--- config.mk ---
export PLATFORM = sky130hd
export DESIGN_NAME = trunc_prod_accum_flat
export DESIGN_NICKNAME = d
export VERILOG_FILES = /design/src/rtl/trunc_mul_pkg.sv /design/src/rtl/trunc_prod_accum_if.sv /design/src/rtl/trunc_prod_accum_sat_add.sv /design/src/rtl/trunc_prod_accum.sv /design/src/flat_wrapper.sv
export SDC_FILE = /design/constraint.sdc
export NUM_CORES = 1
export LEC_CHECK = 0
export ABC_AREA = 1
export BUFFER_PORTS_ARGS = -buffer_cell sky130_fd_sc_hd__buf_2
export CAP_MARGIN = 25
export CORE_MARGIN = 2
export CORE_UTILIZATION = 56
export CTS_BUF_LIST = sky130_fd_sc_hd__clkbuf_8
export DETAILED_ROUTE_END_ITERATION = 8
export GPL_ROUTABILITY_DRIVEN = 0
export GPL_TIMING_DRIVEN = 1
export PLACE_DENSITY_LB_ADDON = 0.05
export SYNTH_ARGS = -nofsm -noshare
export SYNTH_HDL_FRONTEND = slang
export SYNTH_SLANG_ARGS = --single-unit
--- constraint.sdc ---
create_clock -name clk -period 2.7 [get_ports clk]
set_input_delay 0.135 -clock clk [delete_from_list [all_inputs] [get_ports clk]]
set_output_delay 0.135 -clock clk [all_outputs]
set_load 0.05 [all_outputs]
--- src/rtl/trunc_mul_pkg.sv ---
// trunc_mul_pkg: shared defaults and FSM state type for the truncated-multiplier datapath.
package trunc_mul_pkg;
    localparam int PW_DEF        = 8;
    localparam int ACC_W_DEF     = 16;
    localparam int COMP_BIAS_DEF = 1;

    typedef enum logic [1:0] {
        IDLE  = 2'd0,
        ACCUM = 2'd1,
        HOLD  = 2'd2
    } state_t;
endpackage

--- src/rtl/trunc_prod_accum_if.sv ---
// trunc_prod_accum_if: product input and group-total output handshakes of the accumulator.
interface trunc_prod_accum_if #(
    parameter int PW    = 8,
    parameter int ACC_W = 16,
    parameter int CNT_W = 8
);
    logic             in_valid;
    logic             in_ready;
    logic [PW-1:0]    in_prod;
    logic             in_last;
    logic             out_valid;
    logic             out_ready;
    logic [ACC_W-1:0] out_sum;
    logic [CNT_W-1:0] out_count;
    logic             out_ovf;

    modport master (
        output in_valid, in_prod, in_last, out_ready,
        input  in_ready, out_valid, out_sum, out_count, out_ovf
    );

    modport slave (
        input  in_valid, in_prod, in_last, out_ready,
        output in_ready, out_valid, out_sum, out_count, out_ovf
    );
endinterface

--- src/rtl/trunc_prod_accum_sat_add.sv ---
// sat_add: unsigned saturating add of a W-bit accumulator and a (W+1)-bit addend.
module sat_add #(
    parameter int W = 16
) (
    input  logic [W-1:0] a_i,
    input  logic [W:0]   b_i,
    output logic [W-1:0] sum_o,
    output logic         ovf_o
);
    logic [W+1:0] full;

    assign full  = {2'b00, a_i} + {1'b0, b_i};
    assign ovf_o = |full[W+1:W];
    assign sum_o = ovf_o ? '1 : full[W-1:0];
endmodule

--- src/rtl/trunc_prod_accum.sv ---
// trunc_prod_accum: groups truncated products into saturating sums with sticky overflow.
// Build macro TRUNC_COMP_EN adds COMP_BIAS to every accepted product.
module trunc_prod_accum
    import trunc_mul_pkg::*;
#(
    parameter int PW        = PW_DEF,
    parameter int ACC_W     = ACC_W_DEF,
    parameter int LEN       = 8,
    parameter int CNT_W     = 8,
    parameter int COMP_BIAS = COMP_BIAS_DEF
) (
    input logic               clk,
    input logic               rst,
    trunc_prod_accum_if.slave bus
);
    if (ACC_W < PW || LEN < 1 || LEN > 255 || LEN > (1 << CNT_W) - 1 || COMP_BIAS < 0) begin : g_bad_cfg
        $error("trunc_prod_accum: illegal parameter set");
    end

    state_t           state_q, state_d;
    logic [ACC_W-1:0] acc_q, acc_d;
    logic [CNT_W-1:0] cnt_q, cnt_d;
    logic             ovf_q, ovf_d;
    logic [ACC_W-1:0] out_sum_q;
    logic [CNT_W-1:0] out_count_q;
    logic             out_ovf_q;
    logic [ACC_W:0]   addend;
    logic             add_ovf;
    logic             accept;
    logic             cnt_full;
    logic             close;
    logic             handshake;

`ifdef TRUNC_COMP_EN
    assign addend = (ACC_W+1)'(bus.in_prod) + (ACC_W+1)'(COMP_BIAS);
`else
    assign addend = (ACC_W+1)'(bus.in_prod);
`endif

    // acc is zero whenever the FSM is in IDLE, so a new group starts from 0
    sat_add #(.W(ACC_W)) u_add (
        .a_i   (acc_q),
        .b_i   (addend),
        .sum_o (acc_d),
        .ovf_o (add_ovf)
    );

    assign accept    = bus.in_valid & bus.in_ready;
    assign cnt_d     = cnt_q + 1'b1;
    assign ovf_d     = ovf_q | add_ovf;
    assign cnt_full  = ({1'b0, cnt_q} + 1'b1) == (CNT_W+1)'(LEN);
    assign close     = accept & (bus.in_last | cnt_full);
    assign handshake = (state_q == HOLD) & bus.out_ready;

    always_ff @(posedge clk or posedge rst)
        if (rst) state_q <= IDLE;
        else     state_q <= state_d;

    always_comb begin
        state_d = state_q;
        if (state_q == HOLD) state_d = bus.out_ready ? IDLE : HOLD;
        else if (accept)     state_d = close ? HOLD : ACCUM;
    end

    always_comb begin
        bus.in_ready  = state_q != HOLD;
        bus.out_valid = state_q == HOLD;
    end

    always_ff @(posedge clk or posedge rst)
        if (rst) begin
            acc_q <= '0;
            cnt_q <= '0;
            ovf_q <= 1'b0;
        end else if (handshake) begin
            acc_q <= '0;
            cnt_q <= '0;
            ovf_q <= 1'b0;
        end else if (accept) begin
            acc_q <= acc_d;
            cnt_q <= cnt_d;
            ovf_q <= ovf_d;
        end

    always_ff @(posedge clk or posedge rst)
        if (rst) begin
            out_sum_q   <= '0;
            out_count_q <= '0;
            out_ovf_q   <= 1'b0;
        end else if (close) begin
            out_sum_q   <= acc_d;
            out_count_q <= cnt_d;
            out_ovf_q   <= ovf_d;
        end

    assign bus.out_sum   = out_sum_q;
    assign bus.out_count = out_count_q;
    assign bus.out_ovf   = out_ovf_q;
endmodule
--- src/flat_wrapper.sv ---
// flat-port wrapper written by rule: the top's interface ports become plain ports
module trunc_prod_accum_flat import trunc_mul_pkg::*;
#(
    parameter int PW        = PW_DEF,
    parameter int ACC_W     = ACC_W_DEF,
    parameter int LEN       = 8,
    parameter int CNT_W     = 8,
    parameter int COMP_BIAS = COMP_BIAS_DEF
)
  (clk, rst, bus_in_valid, bus_in_prod, bus_in_last, bus_out_ready, bus_in_ready, bus_out_valid, bus_out_sum, bus_out_count, bus_out_ovf);
  trunc_prod_accum_if #(.PW(PW), .ACC_W(ACC_W), .CNT_W(CNT_W)) bus_i ();
  input logic clk;
  input logic rst;
  input wire logic [$bits(bus_i.in_valid)-1:0] bus_in_valid;
  input wire logic [$bits(bus_i.in_prod)-1:0] bus_in_prod;
  input wire logic [$bits(bus_i.in_last)-1:0] bus_in_last;
  input wire logic [$bits(bus_i.out_ready)-1:0] bus_out_ready;
  output wire logic [$bits(bus_i.in_ready)-1:0] bus_in_ready;
  output wire logic [$bits(bus_i.out_valid)-1:0] bus_out_valid;
  output wire logic [$bits(bus_i.out_sum)-1:0] bus_out_sum;
  output wire logic [$bits(bus_i.out_count)-1:0] bus_out_count;
  output wire logic [$bits(bus_i.out_ovf)-1:0] bus_out_ovf;
  assign bus_i.in_valid = bus_in_valid;
  assign bus_i.in_prod = bus_in_prod;
  assign bus_i.in_last = bus_in_last;
  assign bus_i.out_ready = bus_out_ready;
  assign bus_in_ready = bus_i.in_ready;
  assign bus_out_valid = bus_i.out_valid;
  assign bus_out_sum = bus_i.out_sum;
  assign bus_out_count = bus_i.out_count;
  assign bus_out_ovf = bus_i.out_ovf;
  trunc_prod_accum #(.PW(PW), .ACC_W(ACC_W), .LEN(LEN), .CNT_W(CNT_W), .COMP_BIAS(COMP_BIAS)) u_core (.clk(clk), .rst(rst), .bus(bus_i));
endmodule
-- Word level (Yosys, flattened, before mapping)
Index checks and enable logic that the tools add are counted.
- bits in registers: 52
- input bits: 13
- output and inout bits: 27
- word-level logic and storage cells: 32
- $add $sub $neg: 3
- equality and inequality tests: 3
- mux-type cells: 11
- bitwise gates (word level): 5
- reductions and logical operators: 3
- operators with widths (cell ; count):
    $mux W16 ; 3
    $add A16 B8 Y17 ; 1
    $mux W8 ; 2
    $add A8 B1 Y9 const B ; 1
    $eq A9 B4 Y1 const B ; 1
    $add A8 B1 Y8 const B ; 1
    $mux W2 ; 4
    $reduce_bool A2 Y1 ; 2
    $and A1 B1 Y1 ; 3
    $eq A2 B2 Y1 const B ; 1
    $mux W1 ; 2
    $ne A2 B2 Y1 const B ; 1
    $or A1 B1 Y1 ; 2
    $reduce_or A2 Y1 ; 1

-- Logic depth before layout (Yosys ltp)
Gate-level depths: netlist (run 1).
- depth after elaboration: 7
- mapped depth: 12
- mapped depth without buffers: 11

-- Cells and area by module
From an unflattened synthesis (run 1), not the netlist that was laid out.
- cell total of the unflattened synthesis: 469
- area, all modules: 3360.7 um2
- by module, submodules not included (module ; instances ; cells each ; area an instance (um2) ; seq. area each (um2)):
    trunc_prod_accum ; 1 ; 235 ; 2208.4 ; 1301.2
    sat_add ; 1 ; 234 ; 1152.4 ; 0.0

-- Worst setup path before layout (run 1)
Ideal clock, no wire load.
- path kind: reg-to-reg
- start point: register u_core.state_q[0]
- end point: register u_core.out_sum_q[12] (netlist: u_core.bus.out_sum[12])
- library setup time: 66 ps
- data arrival time: 1963 ps
- required time: 2634 ps
- path slack: 671 ps
- stages on the path, launching flop included: 9
- path buffers: 2
- clock period less this slack: 2029 ps
- cell sequence: dfrtp_1 > inv_1 > nand2_1 > inv_1 > nor2_1 > buf_2 > clkbuf_4 > nand3_1 > nand2_1
- longest elaborated chain between the ends: 3
- RTL lines (what ; RTL line ; text):
    start, declared ; trunc_prod_accum.sv:20 ; state_t state_q, state_d;
    start signal, assigned ; trunc_prod_accum.sv:57 ; else state_q <= state_d;
    $ne A2 B2 Y1 ; trunc_prod_accum.sv:66 ; bus.in_ready = state_q != HOLD;
    named net bus_in_ready ; flat_wrapper.sv:18 ; output wire logic [$bits(bus_i.in_ready)-1:0] bus_in_ready;
    $and A1 B1 Y1 ; trunc_prod_accum.sv:48 ; assign accept = bus.in_valid & bus.in_ready;
    $and A1 B1 Y1 ; trunc_prod_accum.sv:52 ; assign close = accept & (bus.in_last | cnt_full);
    end signal, assigned ; trunc_prod_accum.sv:87 ; out_sum_q <= '0;
    end signal, assigned ; trunc_prod_accum.sv:91 ; out_sum_q <= acc_d;
    end, declared ; trunc_prod_accum.sv:24 ; logic [ACC_W-1:0] out_sum_q;
The timed path passes the listed nets, and every way through them passes these cells.
A chain may end at the register's enable or synchronous reset.

-- Final worst setup path (run 1)
- start point: register u_core.acc_q[0]
- end point: register u_core.out_sum_q[10] (netlist: u_core.bus.out_sum[10])
- longest elaborated chain between the ends: 3
- RTL lines (what ; RTL line ; text):
    start, declared ; trunc_prod_accum.sv:21 ; logic [ACC_W-1:0] acc_q, acc_d;
    start signal, assigned ; trunc_prod_accum.sv:72 ; acc_q <= '0;
    start signal, assigned ; trunc_prod_accum.sv:76 ; acc_q <= '0;
    start signal, assigned ; trunc_prod_accum.sv:80 ; acc_q <= acc_d;
    $add A16 B8 Y17 * ; trunc_prod_accum_sat_add.sv:12 ; assign full = {2'b00, a_i} + {1'b0, b_i};
    $reduce_or A2 Y1 ; trunc_prod_accum_sat_add.sv:13 ; assign ovf_o = |full[W+1:W];
    $mux W16 * ; trunc_prod_accum_sat_add.sv:14 ; assign sum_o = ovf_o ? '1 : full[W-1:0];
Every way passes the cells marked *; elsewhere a longest branch is shown, timed or not.

==> results of run 1 <==
[power breakdown]
part	internal [W]	total [W]	switching [W]
clock network	0.000280	0.000550	0.000271
registers	0.000975	0.00112	0.000147
logic	0.000407	0.00141	0.00100
total	0.00166	0.00308	0.00142
[path summary, 6_finish.rpt]
kind	from	to	depth (start not counted)
max	u_core.acc_q[0]$_DFFE_PP0P_	u_core.bus.out_sum[10]$_DFFE_PP0P_	10
max reg2reg	u_core.acc_q[0]$_DFFE_PP0P_	u_core.bus.out_sum[10]$_DFFE_PP0P_	10
min in group clk	bus_in_valid	u_core.state_q[0]$_DFFE_PP0P_	2
min reg2reg	u_core.bus.out_sum[5]$_DFFE_PP0P_	u_core.bus.out_sum[5]$_DFFE_PP0P_	2
max in group asynchronous	rst	u_core.acc_q[7]$_DFFE_PP0P_	3
min	rst	u_core.bus.out_ovf$_DFFE_PP0P_	3
[synth_stat cells (all sizes together)]
| library cell | instances | area (um^2) |
|---|---|---|
| nand2 | 159 | 619 |
| nand3 | 60 | 310 |
| dfrtp | 52 | 1300 |
| inv | 49 | 184 |
| nor2 | 21 | 86.3 |
| o21ai | 19 | 95.1 |
| buf | 10 | 72.6 |
| ha | 10 | 125 |
| a21oi | 4 | 20.0 |
| nand3b | 4 | 33.8 |
| a22o | 3 | 26.3 |
| or2 | 3 | 18.8 |
| xor2 | 3 | 26.3 |
| and2 | 2 | 12.5 |
| clkbuf | 2 | 11.3 |
| nand4 | 2 | 12.5 |
| a21o | 1 | 7.51 |
| a22oi | 1 | 7.51 |
| fa | 1 | 20.0 |
| o22ai | 1 | 6.26 |
| xnor2 | 1 | 8.76 |
[routing by layer]
metal	part of all wire [%]	global-route usage, %	wire length (um)	vias to the layer above
met5	0	0	0	-
met3	3.6	3.29	236	5
met1	51	34.5	3280	1185
met2	45	37.8	2900	55
met4	1.2	7.50	75	0
li1	-	-	-	1361
[state kept, by name, indices dropped and copies added, names as in the netlist]
name,flops
u_core.acc_q,16
u_core.bus.out_count,8
u_core.bus.out_ovf,1
u_core.bus.out_sum,16
u_core.cnt_q,8
u_core.ovf_q,1
u_core.state_q,2
[cell families after synthesis]
family	share of synthesized area [%]
simple gates	36.4
compound gates	5.41
fa+ha+maj	4.83
buf+inv	8.91
flops	43.3
xor+xnor	1.17
[metrics by stage]
step	total power (W)	instance area (um^2)	setup WS, ns	instances
floorplan	0.00223	3010	0.671	408
global placement	0.00252	3240	0.493	509
detailed placement	0.00255	3240	0.409	509
CTS	0.00310	3360	0.369	517
global route	0.00331	3360	0.221	517
finish	0.00308	3360	0.362	517
[worst max-delay path, stage by stage (launching register included)]
cell and delay (ns):
dfrtp_1 0.40, ha_1 0.21, fa_1 0.40, nand2_1 0.10
nand2_1 0.08, nand3_1 0.11, nand2_1 0.14, nand3b_2 0.38
nand3_1 0.22, nand3_1 0.13, nand2_1 0.06
[area by class of cell]
type / instances / area share (%)
repair buffers: 43 / 6.71
clock inverters: 3 / 1.38
well taps: 70 / 2.61
flip-flops and latches: 52 / 38.8
multi-input cells: 295 / 43.0
clock buffers: 5 / 2.05
inverters: 49 / 5.48
==> metrics.md, run 1 <==
| Metric | Value |
|---|---|
| Status | `finished with violations` |
| Failing checks | `hold timing` |
| First-pass GRT wire length | `roughly 11,000 um` |
| Gr usage total | `around a quarter` |
| Hold Crit Class | `input pin to asynchronous set/reset pin` |
| Die X | `77.3 um` |
| Least-Margin Pin Slew | `just over 1 ns` |
| Peak VDD IR | `roughly 0.46 mV` |
| Util after Layout | `roughly two thirds` |
| Yosys warns | `0` |
| Setup slack on the worst flop-to-flop path | `roughly 0.36 ns` |
| Full die area | `a little under 6000 um^2` |
| Core area | `about 5100 um^2` |
| H-tree depth | `2` |
| CP required | `2.91 ns` |
| Area of the multi-input gates | `1440 um^2` |
| Mapped Area | `3010 um^2` |
| CP Launch Type | `flip-flop` |
| FILL cells | `between 400 and 500` |
| Setup_tns | `0 ns` |
| Worst-path maximum fanout | `17` |
| Site Rows | `26` |
| Slew Limit Fails | `0` |
| Sequential standard cell area | `between 1000 and 1500 um^2` |
| Seq/Total Area, Yosys | `43.3%` |
| DRT iter0 DRCs | `206` |
| Initial core utilization | `between 50% and 60%` |
| Overflow after GRT | `0` |
| Mean number of vias per cell | `between 5 and 6` |
| Clk root buf | `clkbuf_8` |
| IO Port Bufs | `39` |
| Total CTS buffers | `5` |
| Gate Count Post-Synth | `a little over 400` |
| WL final | `approximately 6500 um` |
| Placed wire-length estimate | `~4800 um` |
| Detail Route Antenna Nets | `0` |
| Vias in the first global route | `between 2,000 and 2,500` |
| Most common cell after layout, fill and taps aside | `nand2_1` |
| WS Path Type | `flip-flop to flip-flop` |
| Setup Viol. Count Final | `0` |
| Largest net degree at the start of global routing | `53` |
| Layout area overhead | `11.7%` |
| Vias | `between 2,000 and 3,000` |
| Hold Violations, Final | `25` |
| Fin nets | `470` |
| PwrDens | `918 nW/um^2` |
| Antenna diodes | `0` |
| Clock-pin slew on the worst setup and hold paths | `around 0.10 ns` |
| RSZ-0062 raised after global routing | `false` |
| Syn nets | `approximately 430` |
| DRC | `0` |
| Clk_skew | `approximately 0.010 ns` |
| Fmax | `about 430 MHz` |
| Static Leak | `1.89 nW` |
| Maximum root-to-sink buffer count | `2` |
| Final hold slack | `-0.0191 ns` |
| Syn Area/Cell | `7.37 um^2` |
| Initial antenna violation count | `0` |
| Maxcap violations | `0` |
| CTS tree | `yes` |
| DRT Pass-1 Iters | `4` |
| CP Capture Type | `flip-flop` |
| CTS Sinks | `52` |
| Postcts setup bufs | `0` |
| Fin crit period | `about 2.3 ns` |
| Final period util | `between 80 and 90%` |
| CTS Hold Bufs | `0` |
| WP data arrival | `2.54 ns` |
| Yosys cell types | `30` |
| Share of layout cells above drive strength 1 | `roughly 15%` |
| Most frequent cells in the layout | `154 x nand2_1, 58 x nand3_1, 52 x dfrtp_1` |
| PostCTS Resize Cnt | `0` |
| Clk_lat worst skew | `between 0.3 and 0.4 ns` |
| Rel. slew slack | `30.4%` |
| Seq cells post-synth | `52` |
| Die Ht | `77.3 um` |
| Wire per inst | `12.6 um` |
| Io pins | `40` |
Note: power is estimated with default switching activity, not from simulation.
==> inputs of run 2 (changes only) <==
MAX_ROUTING_LAYER = met4   (was default)
==> run 2 against run 1 <==
The flow still finishes with violations (hold timing). Highest routed layer unchanged. Critical endpoint unchanged. Sequential share of layout area unchanged. Setup slack better by 0.0094 ns. Count of clock-buffer cells in the layout unchanged. Flip-flop and latch count stayed put. Hold slack barely moved. First-iteration DRC count fell by 14%.
==> metrics.md, run 2 (synthesis results as in run 1) <==
| Metric | Value |
|---|---|
| Hold Violations, Final | `35 (+40%)` |
| CTS Hold Bufs | `0 (unchanged)` |
| Most common cell after layout, fill and taps aside | `nand2_1` |
| Postcts setup bufs | `0 (unchanged)` |
| Worst-path maximum fanout | `17 (unchanged)` |
| WS Path Type | `flip-flop to flip-flop` |
| Hold Crit Class | `input pin to asynchronous set/reset pin` |
| DRT iter0 DRCs | `178 (-14%)` |
| Mean number of vias per cell | `5.10 (+1.3%)` |
| Clk_lat worst skew | `0.31 ns (about the same)` |
| Rel. slew slack | `29.3% (-1.1 points)` |
| First-pass GRT wire length | `11,400 um (-0.24%)` |
| Clock-pin slew on the worst setup and hold paths | `0.10 ns (about the same)` |
| Worst r2r dst | `u_core.bus.out_sum[10]$_DFFE_PP0P_` |
| Max stage delay on crit path | `0.40 ns (about the same)` |
| CP Capture Type | `flip-flop` |
| Placed wire-length estimate | `4750 um (unchanged)` |
| CTS tree | `yes` |
| Gr usage total | `24.7% (+0.66 points)` |
| Full die area | `5970 um^2 (unchanged)` |
| Peak VDD IR | `0.464 mV (about the same)` |
| Maxcap violations | `0 (unchanged)` |
| Setup_tns | `0 ns (unchanged)` |
| Setup Viol. Count Final | `0 (unchanged)` |
| H-tree depth | `2 (unchanged)` |
| Fmax | `429 MHz (+0.40%)` |
| Largest net degree at the start of global routing | `53 (unchanged)` |
| RSZ-0062 raised after global routing | `false` |
| Initial core utilization | `58.5% (unchanged)` |
| Antenna diodes | `0 (unchanged)` |
| Slowest CP cell | `dfrtp_1` |
| Total CTS buffers | `5 (unchanged)` |
| Layout area overhead | `11.7% (unchanged)` |
| Die X | `77.3 um (unchanged)` |
| PostCTS Resize Cnt | `0 (unchanged)` |
| DRT Pass-1 Iters | `4 (unchanged)` |
| WL final | `6500 um (about the same)` |
| Site Rows | `26 (unchanged)` |
| Fin crit period | `2.33 ns (-0.00938 ns)` |
| Clk_skew | `0.0112 ns (+0.000802 ns)` |
| Worst r2r src | `u_core.acc_q[0]$_DFFE_PP0P_` |
| PwrDens | `919 nW/um^2 (+0.20%)` |
| IO Port Bufs | `39 (unchanged)` |
| DRC | `0 (unchanged)` |
| Maximum root-to-sink buffer count | `2 (unchanged)` |
| Share of layout cells above drive strength 1 | `15.0% (unchanged)` |
| Vias in the first global route | `2,471 (-0.040%)` |
| Initial antenna violation count | `0 (unchanged)` |
| Clk root buf | `clkbuf_8` |
| Core area | `5140 um^2 (unchanged)` |
| Vias | `2,639 (+1.3%)` |
| Setup slack on the worst flop-to-flop path | `0.37 ns (about the same)` |
| Io pins | `40 (unchanged)` |
| Wire per inst | `12.6 um (about the same)` |
| WP data arrival | `2.54 ns (about the same)` |
| Detail Route Antenna Nets | `0 (unchanged)` |
| Fin nets | `470 (unchanged)` |
| Most frequent cells in the layout | `154 x nand2_1, 58 x nand3_1, 52 x dfrtp_1` |
| Least-Margin Pin Slew | `1.05 ns (+0.0159 ns)` |
| Status | `finished with violations` |
| Final period util | `86.2% (-0.35 points)` |
| Worst r2r path cells | `10 (unchanged)` |
| Slew Limit Fails | `0 (unchanged)` |
| Crit-path cells | `ha_1, fa_1, nand2_1, nand2_1, nand3_1, nand2_1, nand3b_2, nand3_1, nand3_1, nand2_1` |
| Failing checks | `hold timing` |
| Most used cell, CP | `nand2_1` |
| CTS Sinks | `52 (unchanged)` |
| Final hold slack | `-0.0191 ns (-0.00000140 ns)` |
| Util after Layout | `65.3% (unchanged)` |
| CP Launch Type | `flip-flop` |
| Overflow after GRT | `0 (unchanged)` |
| CP required | `2.91 ns (about the same)` |
| Static Leak | `1.89 nW (unchanged)` |
| Die Ht | `77.3 um (unchanged)` |
-- run 2: cell counts in the layout (fill, tap and decap cells not counted) --
No cell type changed its count.
-- run 2: final cells by class --
| cell class | count | area, um^2 |
|---|---|---|
| Fill cell | 473 | 1780 |
| Timing Repair Buffer | 43 | 225 |
| Clock buffer | 5 | 68.8 |
| Sequential cell | 52 | 1300 |
| Inverter | 49 | 184 |
| Multi-Input combinational cell | 295 | 1440 |
| Tap cell | 70 | 87.6 |
| Clock inverter | 3 | 46.3 |
-- run 2: power breakdown --
| part | switching (W) | internal, W |
|---|---|---|
| clock | 0.000276 | 0.000280 |
| combinational | 0.00100 | 0.000406 |
| sequential | 0.000148 | 0.000975 |
-- run 2: worst max path at each step --
| stage | startpoint | endpoint | slack, ns | cells past startpoint |
|---|---|---|---|---|
| after floorplan | u_core.state_q[0]$_DFFE_PP0P_ | u_core.bus.out_sum[12]$_DFFE_PP0P_ | 0.67 | 8 |
| after global placement | u_core.acc_q[0]$_DFFE_PP0P_ | u_core.bus.out_sum[10]$_DFFE_PP0P_ | 0.49 | 10 |
| after detailed placement | u_core.acc_q[0]$_DFFE_PP0P_ | u_core.bus.out_sum[10]$_DFFE_PP0P_ | 0.41 | 10 |
| after CTS | u_core.acc_q[0]$_DFFE_PP0P_ | u_core.bus.out_sum[10]$_DFFE_PP0P_ | 0.37 | 10 |
| after global routing | u_core.acc_q[0]$_DFFE_PP0P_ | u_core.acc_q[10]$_DFFE_PP0P_ | 0.22 | 10 |
| final | u_core.acc_q[0]$_DFFE_PP0P_ | u_core.bus.out_sum[10]$_DFFE_PP0P_ | 0.37 | 10 |
-- run 2: worst max-delay path, delay by kind of cell, from the launching register on --
family	cells	cell delay, ns
and+or+nand+nor	8	1.21
adders and majority gates	2	0.61
DFF	1	0.40
-- run 2: stage by stage --
step	hold WS [ns]	power [W]	setup slack (ns)	instance area, um^2	std cells
floorplan	0.234	0.00223	0.671	3010	408
global placement	0.350	0.00252	0.493	3240	509
detailed placement	0.347	0.00255	0.409	3240	509
CTS	0.000872	0.00310	0.369	3360	517
global route	0.0294	0.00331	0.220	3360	517
finish	-0.0191	0.00309	0.371	3360	517
-- run 2: routing by layer --
| metal | global-route usage, % | part of all wire [%] | vias up | wire, um |
|---|---|---|---|---|
| met5 | - | 0 | - | 0 |
| met4 | 7.50 | 1.2 | 0 | 75 |
| met3 | 3.29 | 4.9 | 5 | 317 |
| met2 | 37.8 | 45 | 78 | 2910 |
| met1 | 34.5 | 49 | 1193 | 3200 |
| li1 | - | - | 1363 | - |
